**config.mk**
```make
export PLATFORM = sky130hd
export DESIGN_NAME = video_pattern_gen
export DESIGN_NICKNAME = d
export VERILOG_FILES = /design/src/rtl/video_pattern_gen.sv
export SDC_FILE = /design/constraint.sdc
export NUM_CORES = 1
export LEC_CHECK = 0
export CAP_MARGIN = 10
export CORE_UTILIZATION = 47
export CTS_CLUSTER_SIZE = 30
export DETAILED_ROUTE_END_ITERATION = 8
export PLACE_DENSITY_LB_ADDON = 0.1
export REMOVE_ABC_BUFFERS = 1
export SKIP_CTS_REPAIR_TIMING = 1
export SKIP_LAST_GASP = 1
export SLEW_MARGIN = 40
export SYNTH_ARGS = -nofsm -noshare
export SYNTH_HDL_FRONTEND = slang
export SYNTH_SLANG_ARGS = --single-unit
export TNS_END_PERCENT = 100
```
**constraint.sdc**
```tcl
create_clock -name clk -period 2.4 [get_ports clk]
set_input_delay 0.72 -clock clk [delete_from_list [all_inputs] [get_ports clk]]
set_output_delay 0.72 -clock clk [all_outputs]
set_load 0.005 [all_outputs]
```
**src/rtl/video_pattern_gen.sv**
```systemverilog
// Two-stage pipelined test-pattern generator: gray, primaries, scrolling rainbow, composite, checker.
// Optional macro VIDEO_PATTERN_BORDER_EN draws a white one-pixel frame border over every mode.
module video_pattern_gen #(
    parameter int HSIZE      = 11,
    parameter int VSIZE      = 11,
    parameter int HDISPLAY   = 640,
    parameter int VDISPLAY   = 480,
    parameter int CW         = 4,
    parameter int GRAY_SHIFT = 5,
    parameter int PRIM_SHIFT = 6,
    parameter int CHK_SHIFT  = 5
) (
    input  logic              clk,
    input  logic              rst_n,
    input  logic [HSIZE-1:0]  hc,
    input  logic [VSIZE-1:0]  vc,
    input  logic              in_valid,
    input  logic              frame_start,
    input  logic [2:0]        mode,
    input  logic [3:0]        scroll_div,
    input  logic [HSIZE-1:0]  scroll_step,
    output logic              out_valid,
    output logic [3*CW-1:0]   rgb
);

    typedef enum logic [2:0] {
        MODE_GRAY    = 3'd0,
        MODE_PRIM    = 3'd1,
        MODE_RAINBOW = 3'd2,
        MODE_COMP    = 3'd3,
        MODE_CHECK   = 3'd4
    } mode_e;

    localparam logic [VSIZE-1:0] V_BAND1 = VSIZE'(VDISPLAY / 3);
    localparam logic [VSIZE-1:0] V_BAND2 = VSIZE'(2 * (VDISPLAY / 3));

    logic [2:0]       r_mode_act;
    logic [3:0]       r_frame_cnt;
    logic [HSIZE-1:0] r_offset;

    logic             r_s1_valid;
    logic [HSIZE-1:0] r_s1_hc;
    logic [HSIZE-1:0] r_s1_hx;
    logic [VSIZE-1:0] r_s1_vc;
    logic [2:0]       r_s1_mode;

    logic [HSIZE-1:0] w_gray_full;
    logic [HSIZE-1:0] w_prim_full;
    logic [CW-1:0]    w_full;
    logic [CW-1:0]    w_zero;
    logic [CW-1:0]    w_gray;
    logic [2:0]       w_prim;
    logic [CW-1:0]    w_up;
    logic [CW-1:0]    w_dn;
    logic [3*CW-1:0]  w_gray_rgb;
    logic [3*CW-1:0]  w_prim_rgb;
    logic [3*CW-1:0]  w_rain_rgb;
    logic [3*CW-1:0]  w_chk_rgb;
    logic [3*CW-1:0]  w_comp_rgb;
    logic [3*CW-1:0]  w_colour;
    logic             w_border;
    logic             w_unused;

    assign w_full      = '1;
    assign w_zero      = '0;
    assign w_gray_full = r_s1_hc >> GRAY_SHIFT;
    assign w_prim_full = r_s1_hc >> PRIM_SHIFT;
    assign w_gray      = w_gray_full[CW-1:0];
    assign w_prim      = w_prim_full[2:0];
    assign w_up        = r_s1_hx[6 -: CW];
    assign w_dn        = ~w_up;
    assign w_unused    = ^{r_s1_hx, r_s1_hc, r_s1_vc, w_gray_full, w_prim_full};

    assign w_gray_rgb  = {w_gray, w_gray, w_gray};
    assign w_prim_rgb  = {{CW{w_prim[2]}}, {CW{w_prim[1]}}, {CW{w_prim[0]}}};
    assign w_chk_rgb   = (r_s1_hc[CHK_SHIFT] ^ r_s1_vc[CHK_SHIFT]) ? '1 : '0;

    always_comb begin
        w_rain_rgb = '1;
        case (r_s1_hx[9:7])
            3'd0:    w_rain_rgb = {w_full, w_up,   w_zero};
            3'd1:    w_rain_rgb = {w_dn,   w_full, w_zero};
            3'd2:    w_rain_rgb = {w_zero, w_full, w_up};
            3'd3:    w_rain_rgb = {w_zero, w_dn,   w_full};
            3'd4:    w_rain_rgb = {w_up,   w_zero, w_full};
            3'd5:    w_rain_rgb = {w_full, w_zero, w_dn};
            default: w_rain_rgb = '1;
        endcase
    end

    always_comb begin
        w_comp_rgb = w_rain_rgb;
        if (r_s1_vc < V_BAND1)
            w_comp_rgb = w_gray_rgb;
        else if (r_s1_vc < V_BAND2)
            w_comp_rgb = w_prim_rgb;
    end

`ifdef VIDEO_PATTERN_BORDER_EN
    assign w_border = (r_s1_hc == '0) || (r_s1_hc == HSIZE'(HDISPLAY - 1)) ||
                      (r_s1_vc == '0) || (r_s1_vc == VSIZE'(VDISPLAY - 1));
`else
    assign w_border = 1'b0;
`endif

    // Unused mode codes 5..7 fall through to the composite pattern.
    always_comb begin
        w_colour = w_comp_rgb;
        case (r_s1_mode)
            MODE_GRAY:    w_colour = w_gray_rgb;
            MODE_PRIM:    w_colour = w_prim_rgb;
            MODE_RAINBOW: w_colour = w_rain_rgb;
            MODE_CHECK:   w_colour = w_chk_rgb;
            default:      w_colour = w_comp_rgb;
        endcase
        if (w_border)
            w_colour = '1;
    end

    always_ff @(posedge clk) begin
        if (!rst_n) begin
            r_mode_act  <= '0;
            r_frame_cnt <= '0;
            r_offset    <= '0;
            r_s1_valid  <= 1'b0;
            r_s1_hc     <= '0;
            r_s1_hx     <= '0;
            r_s1_vc     <= '0;
            r_s1_mode   <= '0;
            out_valid   <= 1'b0;
            rgb         <= '0;
        end else begin
            if (frame_start) begin
                r_mode_act <= mode;
                if (scroll_div == 4'd0) begin
                    r_frame_cnt <= '0;
                end else if (r_frame_cnt == scroll_div - 4'd1) begin
                    r_frame_cnt <= '0;
                    r_offset    <= r_offset + scroll_step;
                end else begin
                    r_frame_cnt <= r_frame_cnt + 4'd1;
                end
            end
            // Stage 1 samples the pre-update mode/offset when frame_start coincides with a pixel.
            r_s1_valid <= in_valid;
            r_s1_hc    <= hc;
            r_s1_hx    <= hc + r_offset;
            r_s1_vc    <= vc;
            r_s1_mode  <= r_mode_act;
            out_valid  <= r_s1_valid;
            rgb        <= r_s1_valid ? w_colour : '0;
        end
    end

endmodule

```
==> impl.org, run 1 <==
** Yosys
- Share of synthesized area occupied by flip-flops and latches :: 0.3383
- Of all flip-flops after synthesis, the portion carrying an async set or reset was 0.
- Adder-cell share of the synthesized area :: 0.08541
- Cell accounting for the most synthesized area :: sky130_fd_sc_hd__dfxtp_1
- Synth Area in Compound Gates :: 0.2529
- Cell types with the largest area share after synthesis :: sky130_fd_sc_hd__dfxtp_1 34%, sky130_fd_sc_hd__ha_1 7.9%, sky130_fd_sc_hd__nand2_1 3.9%, sky130_fd_sc_hd__nor2_1 3.7%, sky130_fd_sc_hd__a21oi_1 3.3%
- Of the total synthesized cell area, the portion taken by AND, OR, NAND and NOR gates is 0.2040.
- EDFF count, synth :: 0
- The portion of synthesized area spent on multiplexers is 0.04063.
- In the post-synthesis netlist, the cell with the most instances is sky130_fd_sc_hd__dfxtp_1.
- The share of synthesized area in the top cell type comes to 0.3383.
- The cell area that synthesis handed to floorplanning was 0.003018 mm2.
- Counting instances in the post-synthesis netlist gives the leading cell types as 51 x sky130_fd_sc_hd__dfxtp_1, 31 x sky130_fd_sc_hd__nand2_1, 30 x sky130_fd_sc_hd__nor2_1, 20 x sky130_fd_sc_hd__a21oi_1.
- A synthesized cell averages 8.406 um2.
- After synthesis, the largest family of logic cells by area is compound AO/OA/AOI/OAI gates.
- After technology mapping, the gate count stands at 359.
- The netlist uses 54 different library cells.
- Number of register bits inferred by synthesis :: 51
- Predominant post-synthesis flop cell :: sky130_fd_sc_hd__dfxtp_1
- Number of synthesis warnings :: 0
- Post-Synth XOR/XNOR Area :: 0.04063

** Clock network
- Counting the buffers created by CTS gives 5.
- Number of H-tree branching levels :: 2
- TritonCTS built the clock tree.
- The clock passes through at most 2 buffers.
- Root Buffer Master :: sky130_fd_sc_hd__clkbuf_8
- The clock drives 51 sinks.
- CTS clock-pin slew for the worst setup and hold paths :: 80 ps
- For the worst-skew pair, the clock arrives at the later sink with an insertion delay of 300 ps.

** Place
- In this run the cell area measured after placement is 0.003806 mm2.
- Counting tap cells, the placed design contains a total of 504 instances.
- Post-DP HPWL :: 5384 um
- Buffers placed on the I/O ports in this run total 49.
- The congestion estimate from routability-driven global placement came to 0.8832.

** STA
- Post-route clock period utilization :: 0.9851
- The total count of hold-check failures in the final report was 0.
- Skew final :: 12.48 ps
- Setup violations remaining at the end of the flow were counted as 0.
- Max Transition Viols Final :: 0
- Setup total negative slack on the finished layout was measured at 0 ps.
- Final hold analysis gives a worst-case slack of 460.8 ps.
- Transition time at the pin with the least slew margin :: 703.2 ps
- Max-Slew Margin vs Limit :: 0.5298
- For this run, the top clock speed supported by timing is 423.0 MHz.
- Post-layout min period :: 2364 ps
- Setup repair after global routing could not meet its margin everywhere.

** Routing
- In this run, the number of DRC markers left after iteration 0 of detailed routing was 140.
- The detail route stage leaves a number of antenna-violating nets equal to 0.
- The first TritonRoute pass finished after 4 iterations.
- After detailed routing, the average wire length per cell comes to 13.29 um.
- Number of remaining DRC errors :: 0
- Total routed wirelength :: 6802 um
- Detailed-route via count :: 2,874
- Vias per std cell :: 5.613

** Setup path
- Source of the critical timing path :: scroll_step[3]
- Cell Chain, Critical Path :: clkdlybuf4s50_1, ha_1, o21a_1, o31a_1, o41a_1, o21a_1, o32ai_1
- The most numerous cell type found on the critical path is sky130_fd_sc_hd__o21a_1.
- For the worst setup path, the data required time is 2600 ps.
- Maximum fanout along the worst path :: 2
- Category of the worst setup path launch point :: primary input
- Startpoint of the most critical register-to-register path :: r_offset[0]
- Counting both buffers and inverters, the worst setup path holds a total of 1.
- The worst setup path is of the in2reg kind.
- The worst setup path is captured at a flop.
- Largest stage delay on the critical path :: 420 ps
- CP delay by family, top :: compound AO/OA/AOI/OAI gates
- STA puts the critical path data arrival time at 2560 ps.
- Slowest cell on the critical path :: sky130_fd_sc_hd__o41a_1

** Floorplanning
- Die span in x :: 82.13 um
- Floorplan die area :: 0.006745 mm2
- The die is 82.13 um tall.
- The core region is 0.006061 mm2.
- Standard-cell rows :: 28
- For this configuration, the core starts out at a cell density of 0.4979.
- Boundary pin count :: 57

** Flow run
- Max-cap check violation count :: 0

** Global routing
- Global route total overflow :: 0
- Number of antenna violations at the first check in global routing :: 0
- The first global-routing pass estimated 11,630 um of wire.
- Entering global routing, the biggest net connects 21 pins.
- The via count of the first global-routing pass was 2,704.
- All-Layer GR Usage :: 0.2241

** Min path
- The tightest min-delay check is of the reg2reg type.
- Hold Startpoint :: r_mode_act[0]

** Power
- Dividing total power by cell area gives a power density of 454.4 mW/mm2.
- Across the VDD grid, the largest voltage drop is 0.2496 mV.
- Summed over all cells, the static leakage comes to 1.678 nW.

** Finish
- The net count of the finished layout is 502.
- Of the cells placed in the final design, the portion with a size suffix greater than 1 is 0.1304.
- Excluding fillers, the count of instances in the completed layout stands at 512.
- The area growth from synthesis to layout is 30.27%.
- Final non-filler cell area :: 0.003931 mm2
- The number of antenna diodes in the final layout is 0.

** Run status
- The run finished with clean final reports.
-- worst register-to-register path, cell delays in order (launching register included) --
cell                      delay, ps
sky130_fd_sc_hd__dfxtp_1        340
sky130_fd_sc_hd__ha_2           200
sky130_fd_sc_hd__inv_2           60
sky130_fd_sc_hd__fa_2           220
sky130_fd_sc_hd__nor2b_4         50
sky130_fd_sc_hd__o31a_1         300
sky130_fd_sc_hd__o41a_1         420
sky130_fd_sc_hd__o21a_1         200
sky130_fd_sc_hd__o32ai_1        210
-- cell type report --
cell class,count,area (um2)
well taps,75,93.84
clock inverters,1,7.507
multi-input cells,280,1899
inverters,13,48.80
flip-flops and latches,51,1021
fillers,529,2130
repair buffers,87,792.0
clock buffers,5,68.82
-- per-stage QoR --
step,utilization,setup slack [ps],total power [mW]
3_3_place_gp,0.6280,-392.8,1.333
3_5_place_dp,0.6280,-429.6,1.342
6_report,0.6486,35.69,1.786
4_1_cts,0.6406,-143.8,1.794
2_1_floorplan,-,84.47,1.159
5_1_grt,0.6486,-22.31,1.890
-- final timing paths --
path	endpoint	slack, ps	cells past startpoint
worst max-delay path	r_offset[8]	40	7
worst min-delay path	r_s1_mode[0]	460	1
worst max register to register	r_offset[8]	320	8
worst min register to register	r_s1_mode[0]	460	1
-- power by group --
| group | switching, mW | internal [mW] | total (mW) |
|---|---|---|---|
| logic | 0.185 | 0.216 | 0.401 |
| clock network | 0.261 | 0.194 | 0.455 |
| registers | 0.0477 | 0.882 | 0.930 |
-- routing by layer --
metal,global-route usage,vias up,wire length (um)
met2,0.3934,95,3229
li1,-,1481,-
met5,0,-,0
met3,0.04066,15,297
met4,0.09649,0,155
met1,0.2656,1283,3120
-- cell usage in the layout (no fill, tap or decap), drive strengths merged, types with 5 or more instances in the layout --
cell type and n:
a21oi 20, o21a 10, o22ai 9, mux2i 10, nand2 31, nand3 13, dfxtp 51, nor3 8
nor2 30, nand2b 7, o211ai 12, buf 38, ha 19, and3 7, o21ai 19, clkbuf 5
inv 12, dlymetal6s2s 5, xor2 6, clkdlybuf4s50 44, xnor2 8, and2 16
-- state kept, by name, summed over array words and instances (netlist names) --
| name | flops |
|---|---|
| rgb | 12 |
| r_offset | 10 |
| r_s1_hx | 7 |
| r_s1_vc | 6 |
| r_frame_cnt | 4 |
| r_s1_hc | 4 |
| r_mode_act | 3 |
| r_s1_mode | 3 |
| out_valid | 1 |
| r_s1_valid | 1 |
-- cells by family after synthesis --
logic type | Yosys count
AND/OR/NAND/NOR | 123
AO/OA/AOI/OAI | 111
flip-flops | 51
buffers and inverters | 28
adder cells (fa/ha/maj) | 20
XOR/XNOR | 14
multiplexers | 12
Power figures use the tool's default switching activity.
==> inputs of run 2 (changes only) <==
- TNS_END_PERCENT: 100 -> 1
==> impl.org, run 2 (synthesis gave the netlist of run 1 again) <==
** STA
- The max-slew violation count was 0 (unchanged).
- Number of setup violations in the final report :: 0 (unchanged)
- Max Clock Freq :: 421.5 MHz (was 423.0 MHz)
- Post-route clock period utilization :: 0.9885 (was 0.9851)
- Hold Vio Cnt, Final :: 0 (unchanged)
- Setup Total Neg Slack :: 0 ps (unchanged)
- Skew final :: 10.98 ps (was 12.48 ps)
- Max-Slew Margin vs Limit :: 0.5472 (was 0.5298)
- The time the worst path needs with I/O delays and setup is 2372 ps (was 2364 ps).
- Unrepaired setup endpoints after global routing: true (unchanged).
- The worst path setup slack after routing was 27.68 ps (was 35.69 ps).
- The transition time at the pin with the least slew margin was 677.1 ps (was 703.2 ps).

** Finish
- Max reg flops :: 12 (unchanged)
- Commonest cells after routing, fill and taps aside: 51 x sky130_fd_sc_hd__dfxtp_1, 44 x sky130_fd_sc_hd__clkdlybuf4s50_1, 37 x sky130_fd_sc_hd__buf_4 (unchanged).
- The net total in the final layout is 502 (unchanged).
- The layout-stage area growth over the synthesis result is 29.93% (was 30.27%).
- The fill cell total of the finished layout is 529 (unchanged).
- The count of antenna diodes in the layout was 0 (unchanged).
- The fraction of layout cells with a size suffix above 1 is 0.1259 (was 0.1304).
- The commonest non-fill, non-tap cell in the layout was sky130_fd_sc_hd__dfxtp_1 (unchanged).
- Most flops, register :: rgb (unchanged)
- Largest registers ranked by flip-flop count: rgb (12), r_offset (10), r_s1_hx (7) (unchanged).

** Setup path
- Arrival @ worst endpoint :: 2560 ps (about the same)
- The type of destination of the critical path is a flop (unchanged).
- Largest stage delay on the critical path :: 450 ps (was 420 ps)
- The cell occurring most often along the worst timing path is sky130_fd_sc_hd__a21o_1 (was sky130_fd_sc_hd__o21a_1).
- The endpoint required time on the critical path is 2590 ps (was 2600 ps).
- Maximum fanout along the worst path :: 2 (unchanged)
- Type of the worst setup path :: in2reg (unchanged)
- The setup slack of the most critical reg-to-reg path came to 320 ps (about the same).
- Cell Chain, Critical Path: clkdlybuf4s50_1, ha_1, a21o_1, a21o_1, a21oi_1, o311ai_0, a311o_1 (was clkdlybuf4s50_1, ha_1, o21a_1, o31a_1, o41a_1, o21a_1, o32ai_1).
- The critical path launch point type was a primary input (unchanged).
- The slowest stage cell on the critical path was sky130_fd_sc_hd__clkdlybuf4s50_1 (was sky130_fd_sc_hd__o41a_1).

** Place
- The number of port buffers came to 49 (unchanged).
- The placed wire-length estimate after detailed placement is 5384 um (unchanged).
- The global placement routability congestion is 0.8832 (unchanged).
- The worst slack after detailed placement is -429.6 ps (unchanged).

** Clock network
- The CTS tree was yes (unchanged).
- Number of H-tree branching levels :: 2 (unchanged)
- Bufs on Longest Clock Path :: 2 (unchanged)
- Number of buffers created by CTS :: 5 (unchanged)
- Root Buffer Master :: sky130_fd_sc_hd__clkbuf_8 (unchanged)
- The clock sink count came to 51 (unchanged).
- The clock transition at the registers of the reported paths was 80 ps (about the same).
- The clock latency on the worst-skew pair is 300 ps (about the same).

** Flow run
- Max-cap check violation count :: 0 (unchanged)

** Power
- Peak supply drop :: 0.2501 mV (was 0.2496 mV)
- P_leak :: 1.677 nW (was 1.678 nW)
- Power consumption :: 1.787 mW (was 1.786 mW)
- Total power density per cell area :: 455.7 mW/mm2 (was 454.4 mW/mm2)

** Global routing
- Met2 demand-to-capacity share in global routing :: 0.3934 (unchanged)
- The met3 track demand over resource was 0.04066 (unchanged).
- The total track usage is 0.2241 (unchanged).
- The met1 usage in global routing came to 0.2656 (unchanged).
- Number of global-route vias before repair :: 2,704 (unchanged)
- Global route total overflow :: 0 (unchanged)
- The layer with the highest usage after global routing is met2 (unchanged).
- Wire length of the first global-routing pass :: 11,630 um (unchanged)
- The number of antenna violations at the first check in global routing was 0 (unchanged).
- Largest net degree at the start of global routing :: 21 (unchanged)

** Floorplanning
- Boundary pin count :: 57 (unchanged)
- Starting Density :: 0.4979 (unchanged)
- The site row count was 28 (unchanged).
- Core Footprint :: 0.006061 mm2 (unchanged)
- The die outline width is 82.13 um (unchanged).
- The die height was 82.13 um (unchanged).
- The die area was 0.006745 mm2 (unchanged).

** Routing
- DRC marker count from the first detailed-route iteration :: 149 (was 140)
- The post-detailed-route count of antenna-violating nets is 0 (unchanged).
- Vias per std cell :: 5.648 (was 5.613)
- The wire length per cell came to 13.43 um (was 13.29 um).
- Number of detailed-route iterations in the first pass :: 5 (was 4)
- Number of remaining DRC errors :: 0 (unchanged)
- The total number of vias was 2,892 (was 2,874).
- The final wirelength came to 6877 um (was 6802 um).

** Min path
- The class of the most critical hold timing path was reg2reg (unchanged).

** Run status
- Run status :: finished, final reports clean (unchanged)
[run 2: cell types whose count changed in the layout (fill, tap and decap cells not counted)]
cell	previous run	this run
sky130_fd_sc_hd__a31oi_1	2	3
sky130_fd_sc_hd__a21oi_1	19	20
sky130_fd_sc_hd__a31oi_2	1	0
sky130_fd_sc_hd__a21oi_2	1	0
[run 2: power breakdown]
group / total [mW] / internal (mW) / switching (mW)
Clock: 0.457 / 0.194 / 0.263
Combinational: 0.400 / 0.216 / 0.185
Sequential: 0.930 / 0.882 / 0.0477
Total: 1.79 / 1.29 / 0.495
[run 2: layout make-up]
cell class / count / area (um2) / share of cell area
clock buffer: 5 / 68.82 / 0.01755
clock inverter: 1 / 7.507 / 0.001914
inverter: 13 / 48.80 / 0.01244
multi-input combinational: 280 / 1889 / 0.4818
sequential: 51 / 1021 / 0.2604
tap: 75 / 93.84 / 0.02393
timing repair buffer: 87 / 792.0 / 0.2020
[run 2: worst paths after layout]
path | cells after the start | end | from
max | 7 | r_s1_hx[9] | hc[5]
min reg2reg | 1 | r_s1_mode[0] | r_mode_act[0]
max reg2reg | 8 | r_offset[8] | r_offset[0]
min | 1 | r_s1_mode[0] | r_mode_act[0]
[run 2: metrics by stage]
stage / utilization / cells / cell area (um2) / hold slack (ps)
floorplan: - / 344 / 2952 / 429.1
global placement: 0.6280 / 504 / 3806 / 437.1
detailed placement: 0.6280 / 504 / 3806 / 442.9
CTS: 0.6406 / 510 / 3882 / 464.4
global route: 0.6470 / 512 / 3921 / 472.6
finish: 0.6470 / 512 / 3921 / 459.0
[run 2: metal layers]
| metal | share of wire | routed length, um |
|---|---|---|
| met1 | 0.46 | 3152 |
| met2 | 0.48 | 3290 |
| met3 | 0.041 | 283 |
| met5 | 0 | 0 |
| met4 | 0.022 | 149 |
[run 2: worst max-delay path, delay by kind of cell]
kind,cells,cell delay [ps]
fa+ha+maj,1,340
compound gates,5,1050
buf+inv,1,450
==> inputs of run 3 (changes only) <==
- RECOVER_POWER: unset -> 25
==> impl.org, run 3 (synthesis gave the netlist of run 1 again) <==
** Finish
- Fraction of layout instances using a drive strength above 1 :: 0.1259 (unchanged)
- Commonest cells after routing, fill and taps aside :: 51 x sky130_fd_sc_hd__dfxtp_1, 44 x sky130_fd_sc_hd__clkdlybuf4s50_1, 37 x sky130_fd_sc_hd__buf_4 (unchanged)
- Largest registers ranked by flip-flop count :: rgb (12), r_offset (10), r_s1_hx (7) (unchanged)
- The final cell utilization of the core is 0.6470 (unchanged).
- Area growth syn-to-layout :: 29.93% (unchanged)
- Max reg flops :: 12 (unchanged)
- The net total in the final layout is 502 (unchanged).
- Most flops, register :: rgb (unchanged)
- Non-filler cells in the finished layout :: 512 (unchanged)
- The fill cell total of the finished layout is 529 (unchanged).
- The count of antenna diodes in the layout was 0 (unchanged).
- Most common library cell in the layout ignoring fill and taps :: sky130_fd_sc_hd__dfxtp_1 (unchanged)

** STA
- The share of the cycle needed by the critical path after routing came to 0.9881 (was 0.9885).
- The total count of hold-check failures in the final report was 0 (unchanged).
- Transition time at the pin with the least slew margin :: 670.3 ps (was 677.1 ps)
- Max Transition Viols Final :: 0 (unchanged)
- The remaining max-slew budget at the tightest pin was 0.5517 (was 0.5472).
- Skew final :: 11.57 ps (was 10.98 ps)
- Number of setup violations in the final report :: 0 (unchanged)
- Post-layout min period :: 2371 ps (was 2372 ps)
- Unrepaired setup endpoints after global routing: true (unchanged).
- Worst Setup Slack, final :: 28.60 ps (was 27.68 ps)
- Max Clock Freq :: 421.7 MHz (was 421.5 MHz)
- The final hold slack was 458.6 ps (was 459.0 ps).

** Routing
- The post-route DRC violation count was 0 (unchanged).
- Top layer in use :: met4 (unchanged)
- The number of violations reported at the end of detailed-routing iteration 0 came to 139 (was 149).
- The routed via count divided by cell count came to 5.668 (was 5.648).
- The total number of vias is 2,902 (was 2,892).
- The final wirelength came to 6865 um (was 6877 um).
- Met3 Wirelength :: 322 um (was 283 um)
- Routed length per instance :: 13.41 um (was 13.43 um)
- Met2 wire length :: 3281 um (was 3290 um)
- Number of detailed-route iterations in the first pass :: 5 (unchanged)
- The routed metal-1 wire length came to 3112 um (was 3152 um).
- The post-detailed-route count of antenna-violating nets came to 0 (unchanged).

** Min path
- The worst hold path stage count came to 1 (unchanged).
- The source of the worst hold timing path is r_mode_act[0] (unchanged).
- The end point of the worst hold path was r_s1_mode[0] (unchanged).
- Hold Crit Class :: reg2reg (unchanged)

** Floorplanning
- The number of ports placed on the die boundary is 57 (unchanged).
- Floorplan die area :: 0.006745 mm2 (unchanged)
- The die height was 82.13 um (unchanged).
- The standard cell core area is 0.006061 mm2 (unchanged).
- The die outline width is 82.13 um (unchanged).
- Standard-cell rows :: 28 (unchanged)
- The effective utilization at floorplan was 0.4979 (unchanged).

** Clock network
- The clock latency on the worst-skew pair came to 300 ps (about the same).
- Root Buffer Master :: sky130_fd_sc_hd__clkbuf_8 (unchanged)
- The H-tree depth came to 2 (unchanged).
- The TritonCTS buffer count came to 5 (unchanged).
- CTS clock-pin slew for the worst setup and hold paths :: 80 ps (about the same)
- TritonCTS clock tree :: yes (unchanged)
- The clock sink count came to 51 (unchanged).
- The clock tree buffer depth came to 2 (unchanged).

** Global routing
- All-Layer GR Usage :: 0.2241 (unchanged)
- Global route total overflow :: 0 (unchanged)
- Wire length of the first global-routing pass :: 11,630 um (unchanged)
- The pin count of the biggest net entering global routing came to 21 (unchanged).
- The number of antenna violations at the first check in global routing was 0 (unchanged).
- The via count of the first global-routing pass came to 2,704 (unchanged).

** Power
- The power share of the clock group came to 0.256 (about the same).
- Peak supply drop :: 0.2501 mV (about the same)
- The switching portion of total power came to 0.2773 (was 0.2770).
- Register share of total power :: 0.520 (about the same)
- Reported net switching power :: 495.6 uW (was 494.9 uW)
- The static leakage power was 1.675 nW (was 1.677 nW).
- The power density over cell area came to 455.8 mW/mm2 (was 455.7 mW/mm2).
- Cell-internal power :: 1.292 mW (about the same)
- Combinational share of power :: 0.224 (about the same)

** Setup path
- Type of the worst setup path :: in2reg (unchanged)
- Source of the critical timing path :: hc[5] (unchanged)
- The delay of the slowest cell on the worst path was 450 ps (about the same).
- The critical path launch point type is a primary input (unchanged).
- The type of destination of the critical path is a flop (unchanged).
- Endpoint required time on the critical path :: 2590 ps (about the same)
- The end of the worst register-to-register path is r_offset[8] (unchanged).
- The cell occurring most often along the worst timing path is sky130_fd_sc_hd__a21o_1 (unchanged).
- The top cell family by delay on the critical path was compound AO/OA/AOI/OAI gates (unchanged).
- The critical path arrival is 2560 ps (about the same).
- Buffers plus inverters on the worst setup path :: 1 (unchanged)
- Cell Chain, Critical Path: clkdlybuf4s50_1, ha_1, a21o_1, a21o_1, a21oi_1, o311ai_0, a311o_1 (unchanged).
- Startpoint of the most critical register-to-register path :: r_offset[0] (unchanged)
- Maximum fanout along the worst path :: 2 (unchanged)
- Count of cells along the worst register-to-register path :: 8 (unchanged)
- The slowest stage cell on the critical path is sky130_fd_sc_hd__clkdlybuf4s50_1 (unchanged).
- The setup slack of the most critical reg-to-reg path is 320 ps (about the same).

** Place
- The worst slack after detailed placement is -429.6 ps (unchanged).
- Post-DP HPWL :: 5384 um (unchanged)
- The global placement routability congestion was 0.8832 (unchanged).
- The count of placed standard cells including taps is 504 (unchanged).
- The number of port buffers was 49 (unchanged).

** Run status
- Run status :: finished, final reports clean (unchanged)

** Flow run
- Max-cap check violation count :: 0 (unchanged)
-- run 3: per-layer routing --
| layer | vias up | global-route usage |
|---|---|---|
| li1 | 1478 | - |
| met1 | 1309 | 0.2656 |
| met2 | 100 | 0.3934 |
| met3 | 15 | 0.04066 |
| met4 | 0 | 0.09649 |
| met5 | - | 0 |
-- run 3: power by group through the flow --
stage                     Clock [mW]  Sequential [mW]  Combinational (mW)
after floorplan                    0            0.937               0.222
after global placement             0            0.947               0.386
after detailed placement           0            0.949               0.394
after CTS                      0.469            0.928               0.397
after global routing           0.506            0.937               0.445
final                          0.457            0.930               0.400
-- run 3: through the flow --
stage	area, um2	total power, mW	TNS (ps)
floorplan	2952	1.159	0
global placement	3806	1.333	-3003
detailed placement	3806	1.342	-3689
CTS	3882	1.794	-199.8
global route	3921	1.888	-48.59
finish	3921	1.787	0
-- run 3: how the worst max path moves through the flow --
stage	endpoint	slack, ps	depth (start not counted)
detailed placement	r_offset[8]	-430	9
finish	r_s1_hx[9]	30	7
CTS	r_offset[8]	-140	9
floorplan	r_offset[8]	80	8
global route	r_s1_hx[9]	-30	7
global placement	r_offset[8]	-390	9
-- run 3: area by class of cell --
class | instances | area (um2) | area share
multi-input combinational | 280 | 1889 | 0.4818
clock inverter | 1 | 7.507 | 0.001914
tap | 75 | 93.84 | 0.02393
timing repair buffer | 87 | 792.0 | 0.2020
clock buffer | 5 | 68.82 | 0.01755
inverter | 13 | 48.80 | 0.01244
sequential | 51 | 1021 | 0.2604
